$ cat src/rtl/uart_rx.sv
// uart_rx: 8N1 serial receiver with a 2-flop input synchronizer and mid-bit sampling.
// Delivers each good byte with a one-cycle rx_valid strobe and flags bad stop bits.
module uart_rx #(
  parameter int unsigned CLKS_PER_BIT = 16,
  parameter int unsigned DATA_BITS    = 8
) (
  input  logic                 clk,
  input  logic                 reset,
  input  logic                 rx,
  output logic [DATA_BITS-1:0] rx_data,
  output logic                 rx_valid,
  output logic                 frame_err,
  output logic                 busy
);

  localparam int unsigned HALF  = CLKS_PER_BIT / 2;
  localparam int unsigned CNT_W = $clog2(CLKS_PER_BIT);
  localparam int unsigned IDX_W = (DATA_BITS > 1) ? $clog2(DATA_BITS) : 1;

  localparam logic [2:0] S_IDLE      = 3'd0;
  localparam logic [2:0] S_START     = 3'd1;
  localparam logic [2:0] S_DATA      = 3'd2;
  localparam logic [2:0] S_STOP      = 3'd3;
  localparam logic [2:0] S_WAIT_IDLE = 3'd4;

  logic                 r_sync_1;
  logic                 r_rx_s;
  logic [2:0]           r_state;
  logic [CNT_W-1:0]     r_cnt;
  logic [IDX_W-1:0]     r_idx;
  logic [DATA_BITS-1:0] r_shift;

  logic [2:0]           w_state_nxt;
  logic [CNT_W-1:0]     w_cnt_nxt;
  logic [IDX_W-1:0]     w_idx_nxt;
  logic [DATA_BITS-1:0] w_shift_nxt;
  logic [DATA_BITS-1:0] w_data_nxt;
  logic                 w_valid_nxt;
  logic                 w_ferr_nxt;
  logic                 w_bit_end;

  // Two-flop synchronizer; presets to the idle (high) line level.
  always_ff @(posedge clk or negedge reset) begin
    if (!reset) begin
      r_sync_1 <= 1'b1;
      r_rx_s   <= 1'b1;
    end else begin
      r_sync_1 <= rx;
      r_rx_s   <= r_sync_1;
    end
  end

  // Last cycle of a full bit period in DATA/STOP.
  assign w_bit_end = (r_cnt == CNT_W'(CLKS_PER_BIT - 1));

  // Next-state, datapath and output-strobe decode.
  always_comb begin
    w_state_nxt = r_state;
    w_cnt_nxt   = r_cnt;
    w_idx_nxt   = r_idx;
    w_shift_nxt = r_shift;
    w_data_nxt  = rx_data;
    w_valid_nxt = 1'b0;
    w_ferr_nxt  = 1'b0;
    case (r_state)
      S_IDLE: begin
        if (!r_rx_s) begin
          w_state_nxt = S_START;
          w_cnt_nxt   = '0;
        end
      end
      S_START: begin
        w_cnt_nxt = r_cnt + CNT_W'(1);
        // Mid-start check as the counter reaches HALF-1; a high line here is a glitch.
        if (r_cnt == CNT_W'(HALF - 2)) begin
          w_cnt_nxt = '0;
          if (!r_rx_s) begin
            w_state_nxt = S_DATA;
            w_idx_nxt   = '0;
          end else begin
            w_state_nxt = S_IDLE;
          end
        end
      end
      S_DATA: begin
        w_cnt_nxt = r_cnt + CNT_W'(1);
        if (w_bit_end) begin
          w_cnt_nxt   = '0;
          w_shift_nxt = {r_rx_s, r_shift[DATA_BITS-1:1]};
          if (r_idx == IDX_W'(DATA_BITS - 1)) begin
            w_state_nxt = S_STOP;
          end else begin
            w_idx_nxt = r_idx + IDX_W'(1);
          end
        end
      end
      S_STOP: begin
        w_cnt_nxt = r_cnt + CNT_W'(1);
        if (w_bit_end) begin
          w_cnt_nxt = '0;
          if (r_rx_s) begin
            w_data_nxt  = r_shift;
            w_valid_nxt = 1'b1;
            w_state_nxt = S_IDLE;
          end else begin
            w_ferr_nxt  = 1'b1;
            w_state_nxt = S_WAIT_IDLE;
          end
        end
      end
      S_WAIT_IDLE: begin
        // Break / stuck-low line: no new start until the line recovers.
        if (r_rx_s) begin
          w_state_nxt = S_IDLE;
        end
      end
      default: begin
        w_state_nxt = S_IDLE;
        w_cnt_nxt   = '0;
      end
    endcase
  end

  // State, counters, shift register and registered outputs.
  always_ff @(posedge clk or negedge reset) begin
    if (!reset) begin
      r_state   <= S_IDLE;
      r_cnt     <= '0;
      r_idx     <= '0;
      r_shift   <= '0;
      rx_data   <= '0;
      rx_valid  <= 1'b0;
      frame_err <= 1'b0;
      busy      <= 1'b0;
    end else begin
      r_state   <= w_state_nxt;
      r_cnt     <= w_cnt_nxt;
      r_idx     <= w_idx_nxt;
      r_shift   <= w_shift_nxt;
      rx_data   <= w_data_nxt;
      rx_valid  <= w_valid_nxt;
      frame_err <= w_ferr_nxt;
      busy      <= (w_state_nxt != S_IDLE);
    end
  end

endmodule

$ cat config.mk
export PLATFORM = sky130hd
export DESIGN_NAME = uart_rx
export DESIGN_NICKNAME = d
export VERILOG_FILES = /design/src/rtl/uart_rx.sv
export SDC_FILE = /design/constraint.sdc
export NUM_CORES = 1
export LEC_CHECK = 0
export BUFFER_PORTS_ARGS = -buffer_cell sky130_fd_sc_hd__buf_2
export CAP_MARGIN = 20
export CORE_UTILIZATION = 50
export DETAILED_ROUTE_END_ITERATION = 6
export GPL_ROUTABILITY_DRIVEN = 0
export GPL_TIMING_DRIVEN = 0
export PLACE_DENSITY_LB_ADDON = 0.25
export RECOVER_POWER = 25
export SETUP_SLACK_MARGIN = 0.15
export SYNTH_ARGS = -nofsm -noshare
export SYNTH_HDL_FRONTEND = slang
export SYNTH_SLANG_ARGS = --single-unit
$ cat constraint.sdc
create_clock -name clk -period 2.5 [get_ports clk]
set_input_delay 0.375 -clock clk [delete_from_list [all_inputs] [get_ports clk]]
set_output_delay 0.375 -clock clk [all_outputs]
set_load 0.005 [all_outputs]
## After elaboration in Yosys (flattened, before gate mapping)

Cells that the tools add are included.

- Register bits after elaboration: 31

- $add $sub $neg: 2
- Equality and inequality tests: 12
- Multiplexer cells: 24
- Bitwise logic cells: 1
- Reductions and logical operators: 8

Operators by type and width:

| cell | count |
|---|---|
| two-way mux 3 bit | 11 |
| one-hot mux 4 bit (4 select lines) | 1 |
| one-hot mux 3 bit (5 select lines) | 1 |
| two-way mux 4 bit | 3 |
| inequality test 2 bit, second input constant | 5 |
| equality test 3 x 2 -> 1 bit, second input constant | 2 |
| equality test 3 bit, second input constant | 2 |
| two-way mux 1 bit | 6 |
| one-hot mux 3 bit (2 select lines) | 1 |
| AND reduction 5 bit | 1 |
| adder 4 x 1 -> 4 bit, second input constant | 1 |
| equality test 4 x 3 -> 1 bit, second input constant | 1 |
| equality test 4 bit, second input constant | 1 |
| AND reduction 2 bit | 2 |
| adder 3 x 1 -> 3 bit, second input constant | 1 |
| equality test 3 x 1 -> 1 bit, second input constant | 1 |
| zero test 3 bit | 1 |
| AND reduction 3 bit | 1 |
| nonzero test 3 bit | 1 |
| two-way mux 2 bit | 1 |
| nonzero test 2 bit | 1 |
| OR reduction 2 bit | 1 |
| inverter 1 bit | 1 |

## Longest topological paths before layout

Gate-level depths: netlist (run 1).

- Depth in word-level cells: 5
- Depth in mapped cells: 6
- Depth with buffers taken out: 6

## Least setup slack after synthesis (run 1)

Ideal clock, no wire load.

- Kind: register to register
- Start: reg r_cnt[0]
- End: reg r_idx[0]
- Arrival time: 1.687 ns
- Data required time: 2.375 ns
- Slack: 0.689 ns
- Cell stages (with the launch flop): 7
- Path buffers: 0
- Clock period less this slack: 1.811 ns
- Cell sequence: dfrtp_1 inv_1 ha_1 nand4b_1 or3_1 a221o_1 mux2_2

- Longest elaborated chain between the ends: 3

Ends and longest elaborated chain:

| item | RTL line | source |
|---|---|---|
| start, declared | 29 | `logic [CNT_W-1:0] r_cnt;` |
| start signal, assigned | 137 | `r_cnt <= w_cnt_nxt;` |
| equality test 4 x 3 -> 1 bit / equality test 4 bit (equally long branches) | 75, 54 |  |
| inequality test 2 bit (no source line) | n/a |  |
| AND reduction 5 bit (no source line) (*) | n/a |  |
| end signal, assigned | 138 | `r_idx <= w_idx_nxt;` |
| end, declared | 30 | `logic [IDX_W-1:0] r_idx;` |

Every way passes the cells marked *; elsewhere a longest branch is shown, timed or not.
A chain may end at the register's enable or synchronous reset.

## Worst setup path after layout (run 1)

Same ends and word-level chain as after synthesis.

==> reports/results.txt, run 1 <==
RSZ-0062 raised after global routing: false
Sink Count: 31
commonest non-fill, non-tap cells in the layout: dfrtp_1, mux2_2, buf_2, inv_1
Max VDD drop: 582 µV
die height: 54.0 µm
1st-pass router iterations: 4
outcome: complete, but fails checks
initial antenna violation count: 0
Arrival @ worst endpoint: 2.17 ns
synthesized area: 0.00135 mm²
Synth Area in Adders: 3.70%
Setup Fix Bufs, Post-CTS: 0
CP max stage delay: 0.40 ns
hold buffers post-CTS: 0
Compound-Gate Fraction of Synth Area: 9.89%
Core ar.: 0.00252 mm²
share of cells above drive strength 1: 36.7%
Hold Path Class: in2reg
Yosys cell types: 33
CTS tree: yes
vias in the first global route: 786
Post-route DRC: 0
hold endpoint: r_sync_1$_DFF_PN1_
Avg Synthesized Cell Area: 12.7 µm²
worst slew pin tran: 1.56 ns
1st-iter DRT viols: 10
skew final: 0.00863 ns
Worst Path Class, Setup: reg2reg
Die ar.: 0.00292 mm²
period utilization: 77.7%
failing checks: capacitance limit, slew limit
most common cell after layout, fill and taps aside: dfrtp_1
Crit path max-delay family: simple AND/OR/NAND/NOR gates
max-slew violation count: 32
Mapped Cells: 107
worst-path maximum fanout: 4
num rows: 18
Vias/cell: 5.52
final setup fails: 0
most common flop cell mapped by yosys: dfrtp_1
HP Start: rx
total global routing overflow: 0
Buf+Inv Stages, Crit Path: 1
latest clock arrival within the worst-skew pair: 0.33 ns
Synth Area in Simple Gates: 11.2%
Sw Ratio: 32.2%
Longest Clk Path Bufs: 2
proportion of synthesized area in mux cells: 14.9%
Detail Route Antenna Nets: 0
post_cts resized: 0
Crit. End Element: flip-flop
largest net degree at the start of global routing: 32
Worst slew margin: -3.82%
xor/xnor cell area share of the yosys netlist: 0%
# IOs: 14
Total Power: 1.28 mW
dpl hpwl: 1.47 mm
CTS H-tree depth: 2
clock power share: 26.0%
clock root cell: clkbuf_4
R2R Path End: r_idx[0]$_DFFE_PN0P_
post-synthesis register bit count: 31
WL final: 2.07 mm
Starting Density: 53.7%
Gate power share: 26.1%
ANT cells: 0
hold path cells: 1
Synth Warn #: 0
setup TNS: 0 ns
largest family of logic cells by synthesized area: multiplexers
Psw: 411 µW
area grow syn2layout: 12.8%
Reg clk slew, reported paths: 0.10 ns
P_int: 866 µW
Final #Nets: 134
WL per Instance: 13.1 µm
Max Cap Violations: 1
sequential element share of the synthesized area: 57.5%
Post-Syn Nets: 114
first-pass GRT wire length: 3.51 mm
final hold vios: 0
Static Leak: 0.788 nW
pwr dens: 836 mW/mm²
Vias: 872
Reg power frac: 47.9%
TritonCTS buffer count: 5
FF-to-FF path depth: 6
port bufs: 13
Crit-path slowest cell: dfrtp_1
ys async rst share: 100%
nature of the critical path startpoint: flip-flop
r2r setup slk: 0.56 ns
Post-synth EDFFs: 0
Horiz. Die Dim: 54.0 µm
final worst slack: 0.558 ns
CP required: 2.73 ns
min cycle time layout: 1.94 ns
fmax: 0.515 GHz
worst-path cell chain: inv_1 -> ha_1 -> nand4b_1 -> or3_1 -> a221o_1 -> mux2_2
Post-Place Worst Slack: 0.564 ns
GRT Util Overall: 18.0%
FF-to-FF Start: r_cnt[0]$_DFFE_PN0P_
[how the worst max path moves through the flow]
stage,from,to,slack (ns),cells after the start
6_report,r_cnt[0]$_DFFE_PN0P_,r_idx[0]$_DFFE_PN0P_,0.56,6
2_1_floorplan,r_cnt[0]$_DFFE_PN0P_,r_idx[0]$_DFFE_PN0P_,0.69,6
3_5_place_dp,r_cnt[0]$_DFFE_PN0P_,r_idx[0]$_DFFE_PN0P_,0.56,6
5_1_grt,r_cnt[1]$_DFFE_PN0P_,r_shift[2]$_DFFE_PN0P_,0.43,4
4_1_cts,r_cnt[0]$_DFFE_PN0P_,r_idx[0]$_DFFE_PN0P_,0.56,6
3_3_place_gp,r_cnt[0]$_DFFE_PN0P_,r_idx[0]$_DFFE_PN0P_,0.59,6
[kinds of logic (layout without fill, tap and decap cells)]
family,Yosys count,count (layout)
fa+ha+maj,4,4
buf+inv,10,31
mux,18,18
simple gates,25,25
flops,31,31
compound gates,19,19
[sequential cells by signal, summed over array words and instances (netlist names)]
| signal | cells |
|---|---|
| r_state | 3 |
| r_cnt | 4 |
| r_rx_s | 1 |
| r_shift | 8 |
| frame_err | 1 |
| rx_valid | 1 |
| r_sync_1 | 1 |
| busy | 1 |
| r_idx | 3 |
| rx_data | 8 |
[cell type report]
| cell class | count | area, µm² |
|---|---|---|
| multi-input cells | 66 | 537 |
| repair buffers | 13 | 63.8 |
| plain buffers | 4 | 16.3 |
| fillers | 216 | 995 |
| inverters | 6 | 22.5 |
| clock buffers | 7 | 65.1 |
| flip-flops and latches | 31 | 778 |
| well taps | 30 | 37.5 |
| clock inverters | 1 | 7.51 |
[stage by stage]
step,hold WS (ns),std cells,instance area [µm²],utilization (%)
finish,0.141,158,1530,60.6
global route,0.111,158,1530,60.6
CTS,0.0781,158,1530,60.6
detailed placement,0.348,150,1460,57.7
global placement,0.347,150,1460,57.7
floorplan,0.0794,107,1350,-
[power groups by stage]
stage | Combinational, mW | Sequential [mW] | Clock (mW)
final | 0.334 | 0.612 | 0.332
after global routing | 0.384 | 0.620 | 0.373
after CTS | 0.338 | 0.610 | 0.344
after detailed placement | 0.337 | 0.620 | 0
after global placement | 0.329 | 0.618 | 0
after floorplan | 0.270 | 0.608 | 0
[routing by layer]
metal	wire length, µm	part of all wire, %	vias to the layer above	global-route usage, %
li1	-	-	423	-
met2	910	44	15	26.1
met5	0	0	-	0
met1	1010	49	426	22.8
met3	85	4.1	8	5.93
met4	58	2.8	0	11.5
[cell usage after synthesis, types with 2 or more instances]
cell type | count | area, µm²
a22o_2 | 2 | 20.0
dfrtp_1 | 29 | 726
nor2b_1 | 3 | 18.8
inv_1 | 6 | 22.5
ha_1 | 4 | 50.1
nand3_1 | 2 | 10.0
clkbuf_1 | 2 | 7.51
mux2_2 | 17 | 191
o21ai_0 | 5 | 25.0
nor2_1 | 5 | 18.8
dfstp_2 | 2 | 52.6
nand2_1 | 4 | 15.0
nand2b_1 | 3 | 18.8
a21oi_1 | 4 | 20.0
No activity file was read; power rests on OpenSTA's default activity.
==> run 2: changes to the inputs <==
- clock period: 2.5 -> 1.7 ns (I/O delays scaled with it)
==> reports/results.txt, run 2 (synthesis gave the netlist of run 1 again) <==
1st-pass router iterations: 4 (unchanged)
clock root cell: clkbuf_4 (unchanged)
Hold Path Class: reg2reg (was in2reg)
critical path depth: 6 (unchanged)
num rows: 18 (unchanged)
area grow syn2layout: 29.6% (was 12.8%)
Die ar.: 0.00292 mm² (unchanged)
fill count: 192 (was 216)
WL per Instance: 14.5 µm (was 13.1 µm)
share of cells above drive strength 1: 51.8% (was 36.7%)
TritonCTS buffer count: 5 (unchanged)
skew final: 0.0151 ns (was 0.00863 ns)
WL final: 2.48 mm (was 2.07 mm)
commonest non-fill, non-tap cells in the layout: dfrtp_1, mux2_2, buf_2 (was dfrtp_1, mux2_2, buf_2, inv_1)
Sink Count: 31 (unchanged)
Worst Path Class, Setup: reg2reg (unchanged)
Buf+Inv Stages, Crit Path: 1 (unchanged)
R2R Path End: r_idx[0]$_DFFE_PN0P_ (unchanged)
max-slew violation count: 0 (was 32)
fmax: 0.565 GHz (was 0.515 GHz)
pwr dens: 1200 mW/mm² (was 836 mW/mm²)
total global routing overflow: 0 (unchanged)
Crit-path slowest cell: dfrtp_1 (unchanged)
worst-path maximum fanout: 3 (was 4)
dpl hpwl: 1.48 mm (was 1.47 mm)
final worst slack: -0.0700 ns (was 0.558 ns)
period utilization: 104% (was 77.7%)
FF-to-FF path depth: 6 (unchanged)
Crit path max-delay family: simple AND/OR/NAND/NOR gates (unchanged)
failing checks: setup timing (was capacitance limit, slew limit)
die height: 54.0 µm (unchanged)
Final Util: 69.5% (was 60.6%)
Longest Clk Path Bufs: 2 (unchanged)
Horiz. Die Dim: 54.0 µm (unchanged)
worst-path cell chain: inv_2 -> ha_4 -> nand4b_1 -> or3_4 -> a221o_1 -> mux2_4 (was inv_1 -> ha_1 -> nand4b_1 -> or3_1 -> a221o_1 -> mux2_2)
Worst slew margin: 49.0% (was -3.82%)
Post-Place Worst Slack: -0.177 ns (was 0.564 ns)
port bufs: 13 (unchanged)
ANT cells: 0 (unchanged)
Vias: 945 (was 872)
Starting Density: 53.7% (unchanged)
Arrival @ worst endpoint: 2.00 ns (was 2.17 ns)
initial antenna violation count: 0 (unchanged)
Crit. Startpoint: r_cnt[0]$_DFFE_PN0P_ (unchanged)
vias in the first global route: 852 (was 786)
largest net degree at the start of global routing: 32 (unchanged)
Vias/cell: 5.53 (was 5.52)
outcome: complete, but fails checks (unchanged)
CTS H-tree depth: 2 (unchanged)
Max Cap Violations: 0 (was 1)
nature of the critical path startpoint: flip-flop (unchanged)
CP required: 1.93 ns (was 2.73 ns)
Core ar.: 0.00252 mm² (unchanged)
final setup fails: 8 (was 0)
1st-iter DRT viols: 20 (was 10)
# IOs: 14 (unchanged)
CP max stage delay: 0.40 ns (about the same)
worst slew pin tran: 0.765 ns (was 1.56 ns)
min cycle time layout: 1.77 ns (was 1.94 ns)
latest clock arrival within the worst-skew pair: 0.33 ns (about the same)
Reg clk slew, reported paths: 0.10 ns (about the same)
capture point of the worst path: r_idx[0]$_DFFE_PN0P_ (unchanged)
final hold vios: 0 (unchanged)
Largest regs: r_shift: 8 flops, rx_data: 8 flops, r_cnt: 4 flops (unchanged)
Max VDD drop: 978 µV (was 582 µV)
Post-route DRC: 0 (unchanged)
Static Leak: 0.876 nW (was 0.788 nW)
r2r setup slk: -0.07 ns (was 0.56 ns)
GRT Util Overall: 19.6% (was 18.0%)
FF-to-FF Start: r_cnt[0]$_DFFE_PN0P_ (unchanged)
most common cell after layout, fill and taps aside: dfrtp_1 (unchanged)
RSZ-0062 raised after global routing: true (was false)
first-pass GRT wire length: 3.78 mm (was 3.51 mm)
Detail Route Antenna Nets: 0 (unchanged)
Crit. End Element: flip-flop (unchanged)
CTS tree: yes (unchanged)
Final #Nets: 148 (was 134)
[run 2: what timing repair did]
item | in CTS | in global routing
pin swaps | 3 | 8
hold buffers | 1 | 1
gates cloned | 0 | 1
setup endpoints to repair | 22 | 27
resized for setup | 4 | 22
hold endpoints to repair | 29 | 1
buffers inserted | 6 | 6
[run 2: layout make-up]
class	count	area (µm²)	area share, %
multi-input cells	67	643	36.7
well taps	30	37.5	2.14
flip-flops and latches	31	779	44.4
plain buffers	3	17.5	0.999
clock inverters	1	5.00	0.285
inverters	6	22.5	1.28
clock buffers	6	51.3	2.92
repair buffers	27	198	11.3
[run 2: stage by stage]
| stage | hold slack [ns] | area [µm²] | TNS, ns | std cells | power, mW |
|---|---|---|---|---|---|
| after detailed placement | 0.330 | 1490 | -1.08 | 150 | 1.46 |
| after floorplan | -0.0406 | 1380 | -0.0730 | 107 | 1.33 |
| after global placement | 0.316 | 1490 | -0.503 | 150 | 1.43 |
| final | 0.361 | 1750 | -0.173 | 171 | 2.10 |
| after global routing | 0.369 | 1750 | -1.69 | 171 | 2.25 |
| after CTS | 0.0131 | 1610 | -0.724 | 164 | 1.93 |
[run 2: worst min-delay path by stage]
stage	from	to	slack [ns]	depth (start not counted)
final	r_sync_1$_DFF_PN1_	r_rx_s$_DFF_PN1_	0.36	0
after global routing	r_sync_1$_DFF_PN1_	r_rx_s$_DFF_PN1_	0.37	0
after CTS	rx	r_sync_1$_DFF_PN1_	0.01	1
after detailed placement	reset	busy$_DFF_PN0_	0.33	1
after global placement	reset	busy$_DFF_PN0_	0.32	1
after floorplan	reset	busy$_DFF_PN0_	-0.04	0
[run 2: power breakdown]
group / switching (mW) / leakage, nW / internal (mW)
Sequential: 0.0954 / 0.411 / 0.827
Combinational: 0.395 / 0.431 / 0.354
Clock: 0.238 / 0.0341 / 0.191
[run 2: worst reg2reg max path, delay by kind of cell, from the launching register on]
kind            cells  cell delay [ns]
compound gates      1             0.34
flops               1             0.40
mux                 1             0.26
simple gates        2             0.47
buf+inv             1             0.08
fa+ha+maj           1             0.12
[run 2: routing by layer]
| metal | global-route usage (%) | up-vias | part of all wire [%] |
|---|---|---|---|
| met1 | 23.5 | 467 | 46 |
| met2 | 30.2 | 18 | 50 |
| met5 | 0 | - | 0 |
| met4 | 12.8 | 0 | 1.5 |
| met3 | 5.93 | 5 | 3.3 |
| li1 | - | 455 | - |
==> run 3: changes to the inputs <==
- CTS_BUF_LIST: unset -> sky130_fd_sc_hd__clkbuf_8
==> reports/results.txt, run 3 (synthesis gave the netlist of run 1 again) <==
worst-path maximum fanout: 3 (unchanged)
WL per Instance: 15.3 µm (was 14.5 µm)
total global routing overflow: 0 (unchanged)
Vias/cell: 5.67 (was 5.53)
Arrival @ worst endpoint: 1.97 ns (was 2.00 ns)
worst slew pin tran: 1.62 ns (was 0.765 ns)
max-slew violation count: 32 (was 0)
Final Util: 69.7% (was 69.5%)
Horiz. Die Dim: 54.0 µm (unchanged)
WL final: 2.57 mm (was 2.48 mm)
Hold Path Class: in2reg (was reg2reg)
Crit. End Element: flip-flop (unchanged)
period utilization: 106% (was 104%)
Reg clk slew, reported paths: 0.07 ns (was 0.10 ns)
Worst Path Class, Setup: reg2reg (unchanged)
Starting Density: 53.7% (unchanged)
area grow syn2layout: 29.9% (was 29.6%)
Vias: 952 (was 945)
Longest Clk Path Bufs: 2 (unchanged)
vias in the first global route: 827 (was 852)
Final #Nets: 145 (was 148)
Max VDD drop: 1210 µV (was 978 µV)
num rows: 18 (unchanged)
Largest regs: r_shift: 8 flops, rx_data: 8 flops, r_cnt: 4 flops (unchanged)
CP required: 1.87 ns (was 1.93 ns)
GRT Util Overall: 19.1% (was 19.6%)
Die ar.: 0.00292 mm² (unchanged)
setup TNS: -0.195 ns (was -0.173 ns)
# IOs: 14 (unchanged)
worst hold slack: 0.0754 ns (was 0.361 ns)
initial antenna violation count: 0 (unchanged)
largest net degree at the start of global routing: 32 (unchanged)
CTS H-tree depth: 2 (unchanged)
min cycle time layout: 1.80 ns (was 1.77 ns)
Worst slew margin: -8.28% (was 49.0%)
most common cell after layout, fill and taps aside: dfrtp_1 (unchanged)
final setup fails: 3 (was 8)
first-pass GRT wire length: 3.73 mm (was 3.78 mm)
fill count: 192 (unchanged)
pwr dens: 1290 mW/mm² (was 1200 mW/mm²)
dpl hpwl: 1.48 mm (unchanged)
die height: 54.0 µm (unchanged)
outcome: complete, but fails checks (unchanged)
ANT cells: 0 (unchanged)
Core ar.: 0.00252 mm² (unchanged)
share of cells above drive strength 1: 51.4% (was 51.8%)
RSZ-0062 raised after global routing: true (unchanged)
port bufs: 13 (unchanged)
Detail Route Antenna Nets: 0 (unchanged)
nature of the critical path startpoint: flip-flop (unchanged)
skew final: 0.00812 ns (was 0.0151 ns)
fmax: 0.556 GHz (was 0.565 GHz)
Post-DP Area: 0.00149 mm² (unchanged)
Static Leak: 0.870 nW (was 0.876 nW)
clock root cell: clkbuf_8 (was clkbuf_4)
TritonCTS buffer count: 5 (unchanged)
post-route cell area: 0.00176 mm² (was 0.00175 mm²)
Post-route DRC: 0 (unchanged)
1st-pass router iterations: 4 (unchanged)
latest clock arrival within the worst-skew pair: 0.28 ns (was 0.33 ns)
1st-iter DRT viols: 23 (was 20)
Max Cap Violations: 1 (was 0)
final worst slack: -0.0987 ns (was -0.0700 ns)
failing checks: capacitance limit, slew limit, setup timing (was setup timing)
CTS tree: yes (unchanged)
commonest non-fill, non-tap cells in the layout: dfrtp_1, mux2_2, buf_2, buf_4, clkbuf_8 (was dfrtp_1, mux2_2, buf_2)
final hold vios: 0 (unchanged)
Sink Count: 31 (unchanged)
hold buffers post-CTS: 0 (was 1)
==> run 3: cell count changes in the layout (fill, tap and decap cells not counted), moves of 2 or more <==
cell / change
clkbuf_4: -5
clkbuf_8: +5
dlygate4sd3_1: -2
buf_6: -4
buf_4: +2
==> run 3: final cells by class <==
class                   instances  area, µm²  share of cell area (%)
flip-flops and latches         31        779                    44.3
clock inverters                 1       5.00                   0.284
repair buffers                 24        166                    9.46
inverters                       6       22.5                    1.28
plain buffers                   3       17.5                   0.996
multi-input cells              67        648                    36.8
well taps                      30       37.5                    2.13
clock buffers                   6       82.6                    4.69
==> run 3: power by group <==
part	total (mW)	leakage, nW	internal [mW]	switching [mW]
Combinational	0.764	0.412	0.351	0.413
Sequential	0.925	0.411	0.828	0.0961
Clock	0.573	0.0470	0.317	0.256
Total	2.26	0.870	1.50	0.766
==> run 3: worst max-delay path, stage by stage (launching register included) <==
cell and delay (ns):
dfrtp_1 0.39, inv_2 0.08, ha_4 0.12, nand4b_1 0.13
or3_4 0.36, a221o_1 0.34, mux2_4 0.26
==> run 3: repair_timing <==
action                                  in CTS  in global routing
endpoints found under the setup margin      22                 27
gates resized for setup                      4                 19
pin swaps                                    3                  7
gates cloned                                 0                  1
buffers inserted                             5                  6
==> run 3: final timing paths <==
path                                      start                    to  slack [ns]  cells after the start
min                                          rx    r_sync_1$_DFF_PN1_        0.08                      1
max reg2reg                r_cnt[0]$_DFFE_PN0P_  r_idx[0]$_DFFE_PN0P_        -0.1                      6
min in group asynchronous                 reset  r_idx[2]$_DFFE_PN0P_        0.38                      1
min reg2reg                  r_sync_1$_DFF_PN1_      r_rx_s$_DFF_PN1_        0.36                      0
max                        r_cnt[0]$_DFFE_PN0P_  r_idx[0]$_DFFE_PN0P_        -0.1                      6
max in group asynchronous                 reset  r_cnt[1]$_DFFE_PN0P_        0.26                      1
==> run 3: per-layer routing <==
layer / wire length, µm / track usage [%]
met1: 1100 / 23.1
met2: 1280 / 29.0
met3: 147 / 8.47
met4: 44 / 8.97
met5: 0 / 0
==> run 3: per-stage QoR <==
step / power, mW / instances / worst slack, ns
2_1_floorplan: 1.33 / 107 / -0.0524
3_3_place_gp: 1.43 / 150 / -0.131
3_5_place_dp: 1.46 / 150 / -0.177
4_1_cts: 2.08 / 162 / -0.140
5_1_grt: 2.40 / 168 / -0.163
6_report: 2.26 / 168 / -0.0987
